<file path="src/rtl/core_pkg.sv">
// core_pkg: shared LSU types, state encoding and access-size decode
package core_pkg;
  typedef enum logic [1:0] {IDLE, REQ, WAIT} lsu_state_e;
  typedef enum logic [1:0] {BYTE, HALF, WORD} mem_size_e;
  typedef enum logic [1:0] {
    EXC_NONE      = 2'b00,
    EXC_LOAD_MIS  = 2'b01,
    EXC_STORE_MIS = 2'b10,
    EXC_TIMEOUT   = 2'b11
  } exc_cause_e;
  function automatic mem_size_e size_of(input logic [2:0] f3);
    return f3[1:0] == 2'b00 ? BYTE : f3[1:0] == 2'b01 ? HALF : WORD;
  endfunction
endpackage

</file>
<file path="src/rtl/lsu_load_align.sv">
// lsu_load_align: extracts the addressed lane of a read word and sign/zero extends it
module lsu_load_align
  import core_pkg::*;
(
  input  logic [31:0] rdata,
  input  logic [1:0]  off,
  input  logic [2:0]  funct3,
  output logic [31:0] val
);
  logic [31:0] lane;
  mem_size_e   sz;
  logic        sx;
  assign sz = size_of(funct3);
  assign sx = ~funct3[2];
  // shift the addressed byte down to lane 0, then extend by access size
  always_comb begin
    lane = rdata >> {off, 3'b000};
    val  = sz == BYTE ? {{24{sx & lane[7]}}, lane[7:0]} :
           sz == HALF ? {{16{sx & lane[15]}}, lane[15:0]} : lane;
  end
endmodule

</file>
<file path="src/rtl/lsu.sv">
// lsu: load/store unit with one outstanding bus transaction and registered write-back
module lsu
  import core_pkg::*;
#(
  parameter int XLEN        = 32,
  parameter int TIMEOUT_CYC = 0
) (
  input  logic            clk,
  input  logic            rst_n,
  input  logic            exValid,
  output logic            exReady,
  input  logic            memRead,
  input  logic            memWrite,
  input  logic [2:0]      funct3,
  input  logic [XLEN-1:0] aluResult,
  input  logic [XLEN-1:0] storeData,
  input  logic [4:0]      rdIn,
  output logic            dmemReq,
  output logic            dmemWe,
  output logic [XLEN-1:0] dmemAddr,
  output logic [3:0]      dmemBe,
  output logic [XLEN-1:0] dmemWdata,
  input  logic            dmemGnt,
  input  logic            dmemRvalid,
  input  logic [XLEN-1:0] dmemRdata,
  output logic            wbValid,
  input  logic            wbReady,
  output logic [XLEN-1:0] wbData,
  output logic [4:0]      wbRd,
  output logic [1:0]      excCause
);
  localparam logic [31:0] TO_LAST = 32'(TIMEOUT_CYC) - 32'd1;
  lsu_state_e      state, state_n;
  mem_size_e       sz;
  exc_cause_e      res_c;
  logic            accept, mem_op, misal, go_bus, timed_out, ld, req_n, op_load;
  logic [2:0]      op_f3;
  logic [4:0]      op_rd, res_rd;
  logic [31:0]     cnt;
  logic [3:0]      be_n;
  logic [XLEN-1:0] op_addr, res_d, load_val, wd_n;
  assign exReady   = state == IDLE && (!wbValid || wbReady);
  assign accept    = exValid && exReady;
  assign mem_op    = memRead || memWrite;
  assign sz        = size_of(funct3);
  assign misal     = (sz == HALF && aluResult[0]) || (sz == WORD && aluResult[1:0] != 2'b00);
  assign go_bus    = accept && mem_op && !misal;
  assign timed_out = TIMEOUT_CYC != 0 && cnt == TO_LAST;
  assign be_n      = sz == BYTE ? 4'b0001 << aluResult[1:0] :
                     sz == HALF ? 4'b0011 << aluResult[1:0] : 4'b1111;
  assign wd_n      = sz == BYTE ? {4{storeData[7:0]}} :
                     sz == HALF ? {2{storeData[15:0]}} : storeData;
  lsu_load_align u_align (
    .rdata (dmemRdata),
    .off   (op_addr[1:0]),
    .funct3(op_f3),
    .val   (load_val)
  );
  // state register
  always_ff @(posedge clk or negedge rst_n)
    if (!rst_n) state <= IDLE;
    else        state <= state_n;
  // next state, bus request and the value to load into the result register
  always_comb begin
    state_n = state;
    ld      = 1'b0;
    req_n   = dmemReq;
    res_d   = aluResult;
    res_rd  = rdIn;
    res_c   = EXC_NONE;
    case (state)
      IDLE: if (accept) begin
        state_n = go_bus ? REQ : IDLE;
        req_n   = go_bus;
        ld      = !mem_op || misal;
        res_rd  = mem_op ? 5'd0 : rdIn;
        res_c   = !mem_op ? EXC_NONE : memRead ? EXC_LOAD_MIS : EXC_STORE_MIS;
      end
      REQ: if (dmemGnt) begin
        state_n = op_load ? WAIT : IDLE;
        req_n   = 1'b0;
        ld      = !op_load;
        res_d   = op_addr;
        res_rd  = 5'd0;
      end else if (timed_out) begin
        state_n = IDLE;
        req_n   = 1'b0;
        ld      = 1'b1;
        res_d   = op_addr;
        res_rd  = 5'd0;
        res_c   = EXC_TIMEOUT;
      end
      WAIT: if (dmemRvalid) begin
        state_n = IDLE;
        ld      = 1'b1;
        res_d   = load_val;
        res_rd  = op_rd;
      end else if (timed_out) begin
        state_n = IDLE;
        ld      = 1'b1;
        res_d   = op_addr;
        res_rd  = 5'd0;
        res_c   = EXC_TIMEOUT;
      end
      default: state_n = IDLE;
    endcase
  end
  // wait counter restarts on every entry into REQ or WAIT
  always_ff @(posedge clk or negedge rst_n)
    if (!rst_n) cnt <= '0;
    else        cnt <= (state != IDLE && state_n == state) ? cnt + 32'd1 : '0;
  // bus outputs and operation context, captured at accept and held until done
  always_ff @(posedge clk or negedge rst_n)
    if (!rst_n) begin
      dmemReq   <= 1'b0;
      dmemWe    <= 1'b0;
      dmemAddr  <= '0;
      dmemBe    <= '0;
      dmemWdata <= '0;
      op_load   <= 1'b0;
      op_f3     <= '0;
      op_rd     <= '0;
      op_addr   <= '0;
    end else begin
      dmemReq <= req_n;
      if (go_bus) begin
        dmemWe    <= memWrite;
        dmemAddr  <= {aluResult[XLEN-1:2], 2'b00};
        dmemBe    <= be_n;
        dmemWdata <= wd_n;
        op_load   <= memRead;
        op_f3     <= funct3;
        op_rd     <= rdIn;
        op_addr   <= aluResult;
      end
    end
  // write-back result register; a new load wins over a same-cycle drain
  always_ff @(posedge clk or negedge rst_n)
    if (!rst_n) begin
      wbValid  <= 1'b0;
      wbData   <= '0;
      wbRd     <= '0;
      excCause <= EXC_NONE;
    end else if (ld) begin
      wbValid  <= 1'b1;
      wbData   <= res_d;
      wbRd     <= res_rd;
      excCause <= res_c;
    end else if (wbValid && wbReady) wbValid <= 1'b0;
endmodule

</file>
<file path="config.mk">
export PLATFORM = sky130hd
export DESIGN_NAME = lsu
export DESIGN_NICKNAME = d
export VERILOG_FILES = /design/src/rtl/core_pkg.sv /design/src/rtl/lsu_load_align.sv /design/src/rtl/lsu.sv
export SDC_FILE = /design/constraint.sdc
export NUM_CORES = 1
export LEC_CHECK = 0
export ABC_AREA = 1
export CAP_MARGIN = 15
export CORE_MARGIN = 2
export CORE_UTILIZATION = 40
export CTS_BUF_LIST = sky130_fd_sc_hd__clkbuf_16
export CTS_CLUSTER_SIZE = 10
export DETAILED_ROUTE_END_ITERATION = 8
export DONT_BUFFER_PORTS = 1
export PLACE_DENSITY = 0.65
export SYNTH_ARGS = -nofsm -noshare
export SYNTH_HDL_FRONTEND = slang
export SYNTH_SLANG_ARGS = --single-unit
</file>
<file path="constraint.sdc">
create_clock -name clk -period 2.75 [get_ports clk]
set_input_delay 0.4125 -clock clk [delete_from_list [all_inputs] [get_ports clk]]
set_output_delay 0.4125 -clock clk [all_outputs]
set_load 0.03 [all_outputs]
</file>
==> implementation parameters <==
Parameter                              Value

Synthesis
  Largest area contributor in the synthesized netlist    sky130_fd_sc_hd__dfrtp_1
  Number of storage elements in the synthesis netlist    121
  Top-count cell post-synth    sky130_fd_sc_hd__nand2_1
  Ranking of synthesized cells by area    sky130_fd_sc_hd__dfrtp_1 44%, sky130_fd_sc_hd__nand2_1 17%, sky130_fd_sc_hd__o21ai_0 7.3%
  Synth cell count leaders    316 x sky130_fd_sc_hd__nand2_1, 121 x sky130_fd_sc_hd__dfrtp_1, 101 x sky130_fd_sc_hd__o21ai_0
  Proportion of synthesized flip-flops having asynchronous set or reset    1.000
  Proportion of netlist area held by the largest area contributor    0.4387
  Number of enable-type register cells in the synthesized netlist    0
  Synth warn    0
  Syn Inst Count    932
  Number of distinct library cell variants in the gate-level netlist after synthesis    33
  Post-synthesis instance area    0.006902 mm2
  Register area share after synthesis    0.4387
  Primary FF master, synth    sky130_fd_sc_hd__dfrtp_1
  Mean post-synth cell area    7.405 um2

Layout
  Nets    1008
  Final cell area excluding filler cells    0.007407 mm2
  ANT cells    0
  FILL cells    1771
  Synth-to-Final Area Change    7.324%
  Combined area of the multi-input logic cells    0.003089 mm2
  Share of the core filled with cells    0.4343
  Register area    0.003028 mm2
  Post-layout instance count excluding filler cells    1126
  Proportion of layout cells with a drive suffix above 1    0.07880

STA
  Total negative setup slack    0 ns
  Setup repair after global routing missed its margin    no
  Clock Skews    0.01144 ns
  Setup slack of the critical path after layout    0.5219 ns
  Final Hold Fails    121
  Final worst-path cycle share    0.8102
  Least-Margin Pin Slew    0.6659 ns
  Final setup viols    0
  Final critical-path required period    2.228 ns
  FMAX    448.8 MHz
  Smallest hold slack    -0.3157 ns
  Max_slew headroom    0.5544
  Final-report max-slew violation count    0

Global routing
  Antenna violations before repair    0
  Vias in the first global route    5618
  Wire length of the first global-routing pass    30.94 mm
  Maximum number of pins on one net before global-route repair    122
  Overall fraction of global-route tracks in use    0.2209
  Overflow left after global routing    0

Worst setup path
  Critical Path End Type    register
  Startpoint of the worst register-to-register path    state[0]
  Critical path fanouts, max    51
  Slowest Stage Delay on Critical Path    0.45 ns
  Highest-delay cell along the critical path    sky130_fd_sc_hd__nand2_4
  Req. time, crit path    3.06 ns
  Largest delay contributor family on the critical path    simple AND/OR/NAND/NOR gates
  Type of the setup path with the least slack    register to register
  Arrival time at the worst endpoint    2.54 ns
  Cell repeated most along the worst path    sky130_fd_sc_hd__nand2_1
  Cells along the critical path    inv_1, ha_1, nand2_1, inv_1, a21oi_2, nand2_2, nand2_4, nor2_1, nand2_1, nand2_1
  Startpoint kind of the worst setup timing path    register
  Start point of the critical path    state[0]
  Worst path buffer plus inverter count    2

Floorplan
  Count of pins on the block boundary    223
  Height of the chip    135.4 um
  Initial Util    0.4046
  Placeable core area    0.01706 mm2
  Number of rows created at floorplan    48
  Die X    135.4 um
  Die Footprint    0.01832 mm2

Routing
  Routed wirelength normalized by instance count    17.67 um
  Starting DRT DRC Count    439
  Vias per Instance    5.234
  Detailed Route WL    19.90 mm
  Remaining number of nets flagged by the antenna check after routing    0
  Total via count in the routed design    5894
  1st-pass router iterations    5
  DRC violations left    0

Clock network
  TritonCTS clock tree    done
  Cts bufs inserted    17
  Quantity of gates resized following cts    0
  Clock transition at the registers of the reported paths    0.06 ns
  H-tree levels    4
  Sink count of the clock tree    121
  Setup Buffers After CTS    0
  Source-to-sink clock delay at the later pin of the worst-skew pair    0.42 ns
  CTS Root Cell    sky130_fd_sc_hd__clkbuf_16
  Clock Path Buffers    2

Pwr
  Worst vdd ir    692.7 uV
  Power density cells    1447 mW/mm2
  Overall power after layout    10.72 mW
  Leakage power of the design    3.534 nW

Place
  Placed Instances    1094
  Number of port buffers    0
  Post-placement cell area    0.006803 mm2
  Total half-perimeter wirelength after legalization and detailed placement    14.49 mm
  Pre-CTS setup slack    0.4965 ns
  Last weighted congestion value of the routability-driven placer    0.8984

Status
  Failing checks    negative hold slack
  Status    finished, violations left

Hold path
  Tightest Hold Check Type    primary input to async pin

Job
  Count of max-cap constraint violations    0
## report_power, final
part	switching (mW)	internal, mW
sequential	2.23	2.63
combinational	2.35	1.21
clock	0.932	1.37
total	5.51	5.21
## worst reg2reg max path: cells and delay by family (launching register included)
kind / cells / cell delay (ns)
adders and majority gates: 1 / 0.21
AOI/OAI and AO/OA: 1 / 0.23
and+or+nand+nor: 6 / 1.04
buffers and inverters: 2 / 0.25
DFF: 1 / 0.39
## cells in the final DEF (no fill, tap or decap), types with 3 or more instances in the layout
cell,netlist,routed
sky130_fd_sc_hd__nor2_1,85,85
sky130_fd_sc_hd__inv_2,3,3
sky130_fd_sc_hd__buf_4,43,17
sky130_fd_sc_hd__ha_1,8,8
sky130_fd_sc_hd__nand2_1,316,316
sky130_fd_sc_hd__dfrtp_1,121,121
sky130_fd_sc_hd__clkinv_4,0,3
sky130_fd_sc_hd__inv_1,60,60
sky130_fd_sc_hd__a21oi_2,6,6
sky130_fd_sc_hd__a21boi_0,11,11
sky130_fd_sc_hd__clkbuf_16,0,17
sky130_fd_sc_hd__a31oi_1,8,8
sky130_fd_sc_hd__nand3_1,43,43
sky130_fd_sc_hd__nand2_2,3,3
sky130_fd_sc_hd__o211ai_1,11,11
sky130_fd_sc_hd__a41oi_1,8,8
sky130_fd_sc_hd__a21oi_1,44,44
sky130_fd_sc_hd__o22ai_1,3,3
sky130_fd_sc_hd__a22oi_1,3,3
sky130_fd_sc_hd__o21ai_0,101,101
sky130_fd_sc_hd__inv_6,0,5
sky130_fd_sc_hd__inv_8,0,3
## final cells by class
| class | count | area share |
|---|---|---|
| Multi-Input combinational cell | 666 | 0.4171 |
| Clock inverter | 15 | 0.02416 |
| Clock buffer | 17 | 0.05743 |
| Tap cell | 225 | 0.03801 |
| Inverter | 63 | 0.03193 |
| Sequential cell | 121 | 0.4088 |
| Timing Repair Buffer | 19 | 0.02264 |
## path summary, 6_finish.rpt
kind	endpoint	slack, ns	depth (start not counted)
min in group clk	dmemWdata[6]	0.11	2
max reg2reg	wbData[31]	0.52	10
min	dmemWdata[26]	-0.32	0
max	wbData[31]	0.52	10
min reg2reg	op_rd[4]	0.47	2
max in group asynchronous	wbValid	2.88	0
## cells by family (layout without fill, tap and decap cells)
logic type	after synthesis	count (layout)	synth area share
AO/OA/AOI/OAI	199	199	0.1650
other	1	2	0.0005434
AND/OR/NAND/NOR	457	457	0.2670
adder cells (fa/ha/maj)	8	8	0.01450
buffers and inverters	146	114	0.1142
flip-flops	121	121	0.4387
## flip-flops by register name, indices dropped and copies added (netlist names)
register	cells
dmemBe	4
dmemReq	1
dmemWdata	32
dmemWe	1
excCause	2
op_addr	32
op_f3	3
op_load	1
op_rd	5
state	2
wbData	32
wbRd	5
wbValid	1
## per-layer routing
metal | wire length (um) | track usage | vias up
li1 | - | - | 2885
met3 | 1871 | 0.08717 | 25
met4 | 388 | 0.06366 | 0
met2 | 9174 | 0.3491 | 228
met5 | 0 | 0 | -
met1 | 8465 | 0.2814 | 2756
Note: power is estimated with default switching activity, not from simulation.
